[config.mk]
export PLATFORM = sky130hd
export DESIGN_NAME = gp_dispatch_flat
export DESIGN_NICKNAME = d
export VERILOG_FILES = /design/src/rtl/gp_dispatch_if.sv /design/src/rtl/gp_dispatch.sv /design/src/flat_wrapper.sv
export SDC_FILE = /design/constraint.sdc
export NUM_CORES = 1
export LEC_CHECK = 0
export ABC_CLOCK_PERIOD_IN_PS = 4040
export BUFFER_PORTS_ARGS = -buffer_cell sky130_fd_sc_hd__buf_4
export CORE_ASPECT_RATIO = 0.8
export CORE_MARGIN = 8
export CORE_UTILIZATION = 51
export CTS_CLUSTER_SIZE = 40
export DETAILED_ROUTE_END_ITERATION = 7
export PLACE_DENSITY = 0.95
export SLEW_MARGIN = 20
export SYNTH_ARGS = -nofsm -noshare
export SYNTH_HDL_FRONTEND = slang
export SYNTH_SLANG_ARGS = --single-unit
[constraint.sdc]
create_clock -name clk -period 4.04 [get_ports clk]
set_clock_uncertainty 0.15 [all_clocks]
set_input_delay 0.404 -clock clk [delete_from_list [all_inputs] [get_ports clk]]
set_output_delay 0.404 -clock clk [all_outputs]
set_load 0.005 [all_outputs]
[src/rtl/gp_dispatch_if.sv]
// Command-stream and engine-bus signals of the graphics command dispatcher.
// The slave modport is the dispatcher; master is the fetch FIFO / engine side.
interface gp_dispatch_if #(
    parameter int unsigned NUM_ENGINES = 4
);
    logic                   cmd_valid;
    logic [31:0]            cmd_data;
    logic                   cmd_ready;
    logic [NUM_ENGINES-1:0] eng_ready;
    logic [NUM_ENGINES-1:0] eng_valid;
    logic [31:0]            eng_data;
    logic [3:0]             eng_idx;
    logic                   eng_last;

    modport master (
        output cmd_valid, cmd_data, eng_ready,
        input  cmd_ready, eng_valid, eng_data, eng_idx, eng_last
    );

    modport slave (
        input  cmd_valid, cmd_data, eng_ready,
        output cmd_ready, eng_valid, eng_data, eng_idx, eng_last
    );
endinterface

[src/rtl/gp_dispatch.sv]
// Parametrised graphics command dispatcher: routes header + argument words to
// one of NUM_ENGINES engines, drains on STOP and holds done until acknowledged.
module gp_dispatch #(
    parameter int unsigned                 NUM_ENGINES = 4,
    parameter logic [7:0]                  OPCODE_BASE = 8'h01,
    parameter logic [7:0]                  STOP_OPCODE = 8'h00,
    parameter logic [4*NUM_ENGINES-1:0]    ARG_COUNTS  = 16'h3120
) (
    input  logic        clk,
    input  logic        rst,
    gp_dispatch_if.slave bus,
    input  logic        abort,
    input  logic        frame_ready,
    output logic        done,
    output logic        err_unknown,
    output logic [15:0] cmd_count
);
    typedef enum logic [1:0] {ST_HEADER, ST_ARGS, ST_DRAIN, ST_DONE} state_t;

    state_t                 state, state_n;
    logic [NUM_ENGINES-1:0] tgt_q, tgt_n;
    logic [3:0]             rem_q, rem_n;
    logic [3:0]             idx_q, idx_n;
    logic [15:0]            cnt_n;
    logic                   err_n;

    logic [7:0]             op;
    logic [7:0]             hdr_off;
    logic [NUM_ENGINES-1:0] hdr_oh;
    logic [3:0]             hdr_args;
    logic                   rdy;
    logic                   hs;
    logic [NUM_ENGINES-1:0] strobe;
    logic                   last;

    assign op            = bus.cmd_data[31:24];
    assign hdr_off       = op - OPCODE_BASE;
    assign bus.eng_data  = bus.cmd_data;

    // Opcode decode into a one-hot engine select, avoiding variable indexing.
    always_comb begin
        hdr_oh   = '0;
        hdr_args = '0;
        for (int unsigned i = 0; i < NUM_ENGINES; i++) begin
            if (hdr_off == 8'(i)) begin
                hdr_oh[i] = 1'b1;
                hdr_args  = ARG_COUNTS[4*i +: 4];
            end
        end
    end

    // Ready depends only on state, decoded opcode and eng_ready, never on valid.
    always_comb begin
        rdy = 1'b0;
        case (state)
            ST_HEADER: begin
                if (op == STOP_OPCODE)
                    rdy = 1'b1;
                else if (|hdr_oh)
                    rdy = |(bus.eng_ready & hdr_oh);
                else
                    rdy = 1'b1;
            end
            ST_ARGS: rdy = |(bus.eng_ready & tgt_q);
            default: rdy = 1'b0;
        endcase
    end

    assign bus.cmd_ready = rdy & ~abort & ~rst;
    assign hs            = bus.cmd_valid & rdy & ~abort & ~rst;

    always_comb begin
        state_n = state;
        tgt_n   = tgt_q;
        rem_n   = rem_q;
        idx_n   = idx_q;
        cnt_n   = cmd_count;
        err_n   = err_unknown;
        strobe  = '0;
        last    = 1'b0;
        case (state)
            ST_HEADER: begin
                if (op == STOP_OPCODE) begin
                    if (hs)
                        state_n = ST_DRAIN;
                end else if (|hdr_oh) begin
                    if (hs) begin
                        strobe = hdr_oh;
                        tgt_n  = hdr_oh;
                        if (hdr_args == 4'd0) begin
                            last  = 1'b1;
                            cnt_n = cmd_count + 16'd1;
                        end else begin
                            rem_n   = hdr_args;
                            idx_n   = 4'd1;
                            state_n = ST_ARGS;
                        end
                    end
                end else if (hs) begin
                    err_n = 1'b1;
                end
            end
            ST_ARGS: begin
                if (hs) begin
                    strobe = tgt_q;
                    if (rem_q == 4'd1) begin
                        last    = 1'b1;
                        cnt_n   = cmd_count + 16'd1;
                        rem_n   = '0;
                        idx_n   = '0;
                        state_n = ST_HEADER;
                    end else begin
                        rem_n = rem_q - 4'd1;
                        idx_n = idx_q + 4'd1;
                    end
                end
            end
            ST_DRAIN: begin
                if (&bus.eng_ready)
                    state_n = ST_DONE;
            end
            ST_DONE: begin
                if (frame_ready)
                    state_n = ST_HEADER;
            end
            default: state_n = ST_HEADER;
        endcase
        if (abort) begin
            state_n = ST_HEADER;
            rem_n   = '0;
            idx_n   = '0;
        end
    end

    assign bus.eng_valid = strobe;
    assign bus.eng_last  = last;
    assign bus.eng_idx   = (state == ST_ARGS && !abort && !rst) ? idx_q : 4'd0;
    assign done          = (state == ST_DONE);

    always_ff @(posedge clk) begin
        if (rst) begin
            state       <= ST_HEADER;
            tgt_q       <= '0;
            rem_q       <= '0;
            idx_q       <= '0;
            cmd_count   <= '0;
            err_unknown <= 1'b0;
        end else begin
            state       <= state_n;
            tgt_q       <= tgt_n;
            rem_q       <= rem_n;
            idx_q       <= idx_n;
            cmd_count   <= cnt_n;
            err_unknown <= err_n;
        end
    end
endmodule

[src/flat_wrapper.sv]
// flat-port wrapper written by rule: the top's interface ports become plain ports
module gp_dispatch_flat 
#(
    parameter int unsigned                 NUM_ENGINES = 4,
    parameter logic [7:0]                  OPCODE_BASE = 8'h01,
    parameter logic [7:0]                  STOP_OPCODE = 8'h00,
    parameter logic [4*NUM_ENGINES-1:0]    ARG_COUNTS  = 16'h3120
)
  (clk, rst, abort, frame_ready, done, err_unknown, cmd_count, bus_cmd_valid, bus_cmd_data, bus_eng_ready, bus_cmd_ready, bus_eng_valid, bus_eng_data, bus_eng_idx, bus_eng_last);
  gp_dispatch_if #(.NUM_ENGINES(NUM_ENGINES)) bus_i ();
  input  logic clk;
  input  logic rst;
  input  logic abort;
  input  logic frame_ready;
  output logic done;
  output logic err_unknown;
  output logic [15:0] cmd_count;
  input wire logic [$bits(bus_i.cmd_valid)-1:0] bus_cmd_valid;
  input wire logic [$bits(bus_i.cmd_data)-1:0] bus_cmd_data;
  input wire logic [$bits(bus_i.eng_ready)-1:0] bus_eng_ready;
  output wire logic [$bits(bus_i.cmd_ready)-1:0] bus_cmd_ready;
  output wire logic [$bits(bus_i.eng_valid)-1:0] bus_eng_valid;
  output wire logic [$bits(bus_i.eng_data)-1:0] bus_eng_data;
  output wire logic [$bits(bus_i.eng_idx)-1:0] bus_eng_idx;
  output wire logic [$bits(bus_i.eng_last)-1:0] bus_eng_last;
  assign bus_i.cmd_valid = bus_cmd_valid;
  assign bus_i.cmd_data = bus_cmd_data;
  assign bus_i.eng_ready = bus_eng_ready;
  assign bus_cmd_ready = bus_i.cmd_ready;
  assign bus_eng_valid = bus_i.eng_valid;
  assign bus_eng_data = bus_i.eng_data;
  assign bus_eng_idx = bus_i.eng_idx;
  assign bus_eng_last = bus_i.eng_last;
  gp_dispatch #(.NUM_ENGINES(NUM_ENGINES), .OPCODE_BASE(OPCODE_BASE), .STOP_OPCODE(STOP_OPCODE), .ARG_COUNTS(ARG_COUNTS)) u_core (.clk(clk), .rst(rst), .bus(bus_i), .abort(abort), .frame_ready(frame_ready), .done(done), .err_unknown(err_unknown), .cmd_count(cmd_count));
endmodule
Word-level counts from Yosys, hierarchy flattened --
Index checks and enable logic that the tools add are counted.
Storage, ports and cells: word-level logic and storage cells 112, register bits after elaboration 31
Operators by class: eq/ne operators 18, bitwise gates (word level) 11, multiplexer cells 54, add/sub/neg operators 4, reduce and logical (&&, ||, !) cells 19
Operator list (count):
- $mux 16 | 6
- $mux 4 | 17
- $pmux 16 s2 | 1
- $mux 2 | 12
- $pmux 4 s2 | 3
- $add 16x1->16 const B | 1
- $eq 8x2->1 const B | 2
- $logic_not 8->1 | 2
- $reduce_and 7->1 | 2
- $mux 1 | 12
- $ne 2x1->1 const B | 6
- $reduce_and 4->1 | 3
- $reduce_or 4->1 | 3
- $and 4x4->4 | 2
- $eq 8x1->1 const B | 1
- $pmux 2 s4 | 1
- $sub 8x1->8 const B | 1
- $ne 2x2->1 const B | 3
- $reduce_and 6->1 | 1
- $and 1x1->1 | 5
- $add 4x1->4 const B | 1
- $eq 2x2->1 const B | 2
- $eq 4x1->1 const B | 1
- $logic_not 4->1 | 1
- 11 further kinds | 17

Logic depth before layout (Yosys ltp) --
depth in word-level cells 15, depth in mapped cells 9

Least setup slack after synthesis --
OpenSTA, ideal clock, no wires.
path kind reg-to-reg, start register u_core.rem_q[1], end register u_core.cmd_count[10], clock period less this slack 2.398 ns, slack 1.642 ns, stages on the path, launching flop included 10, data arrival time 2.177 ns, required time 3.820 ns, library setup time 0.070 ns, path through dfxtp_1 -> inv_1 -> ha_1 -> or3b_4 -> nand2_4 -> o41ai_2 -> or4_1 -> buf_2 -> or4_1 -> a21oi_1
On the way: longest elaborated chain between the ends 3
Ends and longest elaborated chain:
- start: declaration | RTL line gp_dispatch.sv:22 | logic [3:0] rem_q, rem_n;
- start signal: assignment | RTL line gp_dispatch.sv:151 | rem_q <= rem_n;
- $eq 4x1->1 | RTL line gp_dispatch.sv:106 | if (rem_q == 4'd1) begin
- $ne 2x1->1 (no line)
- $reduce_and 7->1 (no line)
- end signal: assignment | RTL line gp_dispatch.sv:153 | cmd_count <= cnt_n;
- end: declaration | RTL line gp_dispatch.sv:16 | output logic [15:0] cmd_count
No other way between the ends. A chain may end at the register's enable or synchronous reset.

Worst setup path after layout --
start register u_core.state[1], end output bus_eng_valid[1]
On the way: longest elaborated chain between the ends 9, elaborated cells between the ends (all ways) 11, classes of those cells eq/ne: 1; mux: 6; bitwise: 3; reduce/logical: 1
Ends and longest elaborated chain:
- start: declaration | RTL line gp_dispatch.sv:20 | state_t state, state_n;
- start signal: assignment | RTL line gp_dispatch.sv:149 | state <= state_n;
- $eq 2x1->1 or $logic_not 2->1 (tied branches) | RTL line gp_dispatch.sv:55, gp_dispatch.sv:81
- $pmux 1 s2 | RTL line gp_dispatch.sv:55 | case (state)
- $and 1x1->1 (3 in a row) | RTL line gp_dispatch.sv:70 | assign hs = bus.cmd_valid & rdy & ~abort & ~rst;
- $mux 4 | RTL line gp_dispatch.sv:87 | if (hs) begin
- $mux 4 | RTL line gp_dispatch.sv:86 | end else if (|hdr_oh) begin
- $mux 4 | RTL line gp_dispatch.sv:83 | if (op == STOP_OPCODE) begin
- $pmux 4 s2 (*) | RTL line gp_dispatch.sv:81 | case (state)
- end: declaration | RTL line flat_wrapper.sv:22 | output wire logic [$bits(bus_i.eng_valid)-1:0] bus_eng_valid;
Every way passes the cells marked *; elsewhere a longest branch is shown, timed or not.

==> results_dict.tcl <==
set metrics [dict create \
    first_pass_iters 5 \
    critPathKind "flop to output pin" \
    fin_cells 360 \
    synth_edf_count 0 \
    drtIter0Drc 220 \
    routedWlPerCell_um 16.58 \
    synthCells 288 \
    ys.warnings.count 0 \
    core_area_um2 4230 \
    diodes 0 \
    hold_slack_ns 0.3018 \
    ant_nets 0 \
    antenna_found_initial 0 \
    cts_tree "yes" \
    async_reset_ff_frac 0 \
    cts_setup_buffers 0 \
    multi_input_area_um2 1287 \
    worstReg2RegStart "u_core.state[1]" \
    vias_per_cell 6.108 \
    grt_pass1_vias 1977 \
    worst_slew_pin_slew_ns 1.102 \
    hold_start "rst" \
    cap_violations 0 \
    slew_viol_final 0 \
    avgSynthCellArea_um2 7.833 \
    crit_path_end_kind "output pin" \
    fin_nets 347 \
    synth_top_cell_by_area "dfxtp_1" \
    tns_ns 0 \
    start_util 0.5333 \
    syn-num-nets 333 \
    cp.required_ns 3.49 \
    globalplace.congestion 0.9524 \
    timing.fmax_mhz 324.3 \
    clock_path_buffers 2 \
    clock_latency_ns 0.29 \
    outcome "finished, final reports clean" \
    place_inst 352 \
    critPathMaxFanout 18 \
    clk_pin_slew_ns 0.07 \
    synth_flop_cell "dfxtp_1" \
    worstPathArrival_ns 2.53 \
    cts_hold_buf 0 \
    dp_hpwl_mm 4.404 \
    grt_pass1_wl_mm 9.501 \
    start_kind "flop" \
    post-route-period-util 0.7633 \
    rr_endpoint "u_core.cmd_count[10]" \
    period_needed_ns 3.084 \
    die_w_um 90.36 \
    hp-class "input pin to flop" \
    r2r_cells 6 \
    cts_root_buffer "clkbuf_8" \
    power.density_nw_per_um2 240.3 \
    min_path_cells 2 \
    die_h_um 75.49 \
    drt_wl_total_mm 5.967 \
    port_buffers 52 \
    leakage_nw 1.012 \
    cts_sinks 31 \
    holdPathEnd "u_core.cmd_count[0]" \
    synth_seq_area_share 0.2751 \
    ctsResizeCount 0 \
    die_area_um2 6821 \
    hold_viol 0 \
    cts_made_buffers 5 \
    track_usage 0.1700 \
    ys_types 55 \
    regArea_um2 620.6 \
    drc_errors 0 \
    post_route_cells_drive_above_1_share 0.2442 \
    area_growth_pct 10.76 \
    globalRoute.totalOverflow 0 \
    ys_seq_elements 31 \
    p_total_uw 600.4 \
    slew_headroom 0.2650 \
    htreeDepth 2 \
    finalSetupViolCount 0 \
    r2r_slack_ns 1.24 \
    synth_area_leaders "dfxtp_1 (28%), buf_4 (11%), nand2_1 (4.7%), a21oi_1 (4.2%), nor2_1 (3.8%)" \
    rsz0062_at_grt "false" \
    row_count 21 \
    num_vias 2199 \
    fillers 385 \
    grt_max_degree 24 \
    max-vdd-ir-drop_uv 221.5 \
    syn_area_um2 2256 \
    netlist.area_leader.share 0.2751 \
    num_io_pins 101 \
]
## state kept, by name, summed over array words and instances, names as in the netlist
signal and count:
u_core.cmd_count 16, u_core.err_unknown 1, u_core.idx_q 4, u_core.rem_q 4
u_core.state 2, u_core.tgt_q 4
## cell usage in the layout (no fill, tap or decap), types with 7 or more instances in the layout
master / n
inv_1: 10
nand3_1: 10
nand2_1: 28
a21oi_1: 19
mux2i_1: 7
o21ai_0: 12
and3_1: 12
nor2_1: 23
buf_4: 53
dfxtp_1: 31
## power breakdown
part | switching, mW | internal, mW | leakage [nW] | total [mW]
clock | 0.120 | 0.118 | 0.0477 | 0.238
combinational | 0.0316 | 0.0243 | 0.715 | 0.0559
sequential | 0.000503 | 0.306 | 0.250 | 0.307
total | 0.152 | 0.448 | 1.01 | 0.600
## cell usage after synthesis (all sizes together), types with 5 or more instances
library cell and n:
inv 10, nand2 29, a21oi 19, nand4 6, mux2i 7, clkbuf 5
nor4 6, o21ai 13, o41ai 7, buf 41, dfxtp 31, nor3 5
nand3 11, or3 5, and3 12, nor2 23
## cell type report
cell class / count / area share
Inverter: 10 / 0.01502
Clock buffer: 5 / 0.02754
Sequential cell: 31 / 0.2484
Clock inverter: 3 / 0.006009
Timing Repair Buffer: 53 / 0.1592
Tap cell: 57 / 0.02854
Multi-Input combinational cell: 201 / 0.5153
## critical path, cell delays in order, from the launching register on
cell and delay [ns]:
dfxtp_1 0.69, nand2b_1 0.29, a2111oi_4 0.09, a21oi_1 0.87, nor2_1 0.11, buf_4 0.18
## stage by stage
| stage | setup WS (ns) | instance area, µm² | utilization |
|---|---|---|---|
| after floorplan | 1.642 | 2256 | - |
| final | 0.9563 | 2499 | 0.5907 |
| after CTS | 1.002 | 2499 | 0.5907 |
| after detailed placement | 1.071 | 2415 | 0.5708 |
| after global routing | 0.8167 | 2499 | 0.5907 |
| after global placement | 1.199 | 2415 | 0.5708 |
## per-layer routing
layer	wire, µm	GRT usage
met1	2542	0.2098
met2	2614	0.2695
met3	717	0.06791
met4	93	0.05147
met5	0	0
## how the worst max path moves through the flow
stage / endpoint / from / slack, ns
final: bus_eng_valid[1] / u_core.state[1] / 0.96
after global routing: bus_eng_valid[1] / u_core.state[1] / 0.82
after CTS: bus_eng_valid[1] / u_core.state[1] / 1.00
after detailed placement: bus_eng_valid[1] / bus_cmd_data[25] / 1.07
after global placement: bus_eng_valid[1] / bus_cmd_data[24] / 1.20
after floorplan: u_core.cmd_count[10] / u_core.rem_q[1] / 1.64
## kinds of logic (layout without fill, tap and decap cells)
| group | after synthesis | count (layout) | synth area share |
|---|---|---|---|
| AOI/OAI and AO/OA | 64 | 64 | 0.2019 |
| xor gates and xnor gates | 4 | 4 | 0.01553 |
| adders and majority gates | 4 | 4 | 0.02219 |
| buffers and inverters | 56 | 71 | 0.1542 |
| DFF | 31 | 31 | 0.2751 |
| muxes | 7 | 7 | 0.03106 |
| and+or+nand+nor | 122 | 122 | 0.3001 |
No activity file was read; power rests on OpenSTA's default activity.
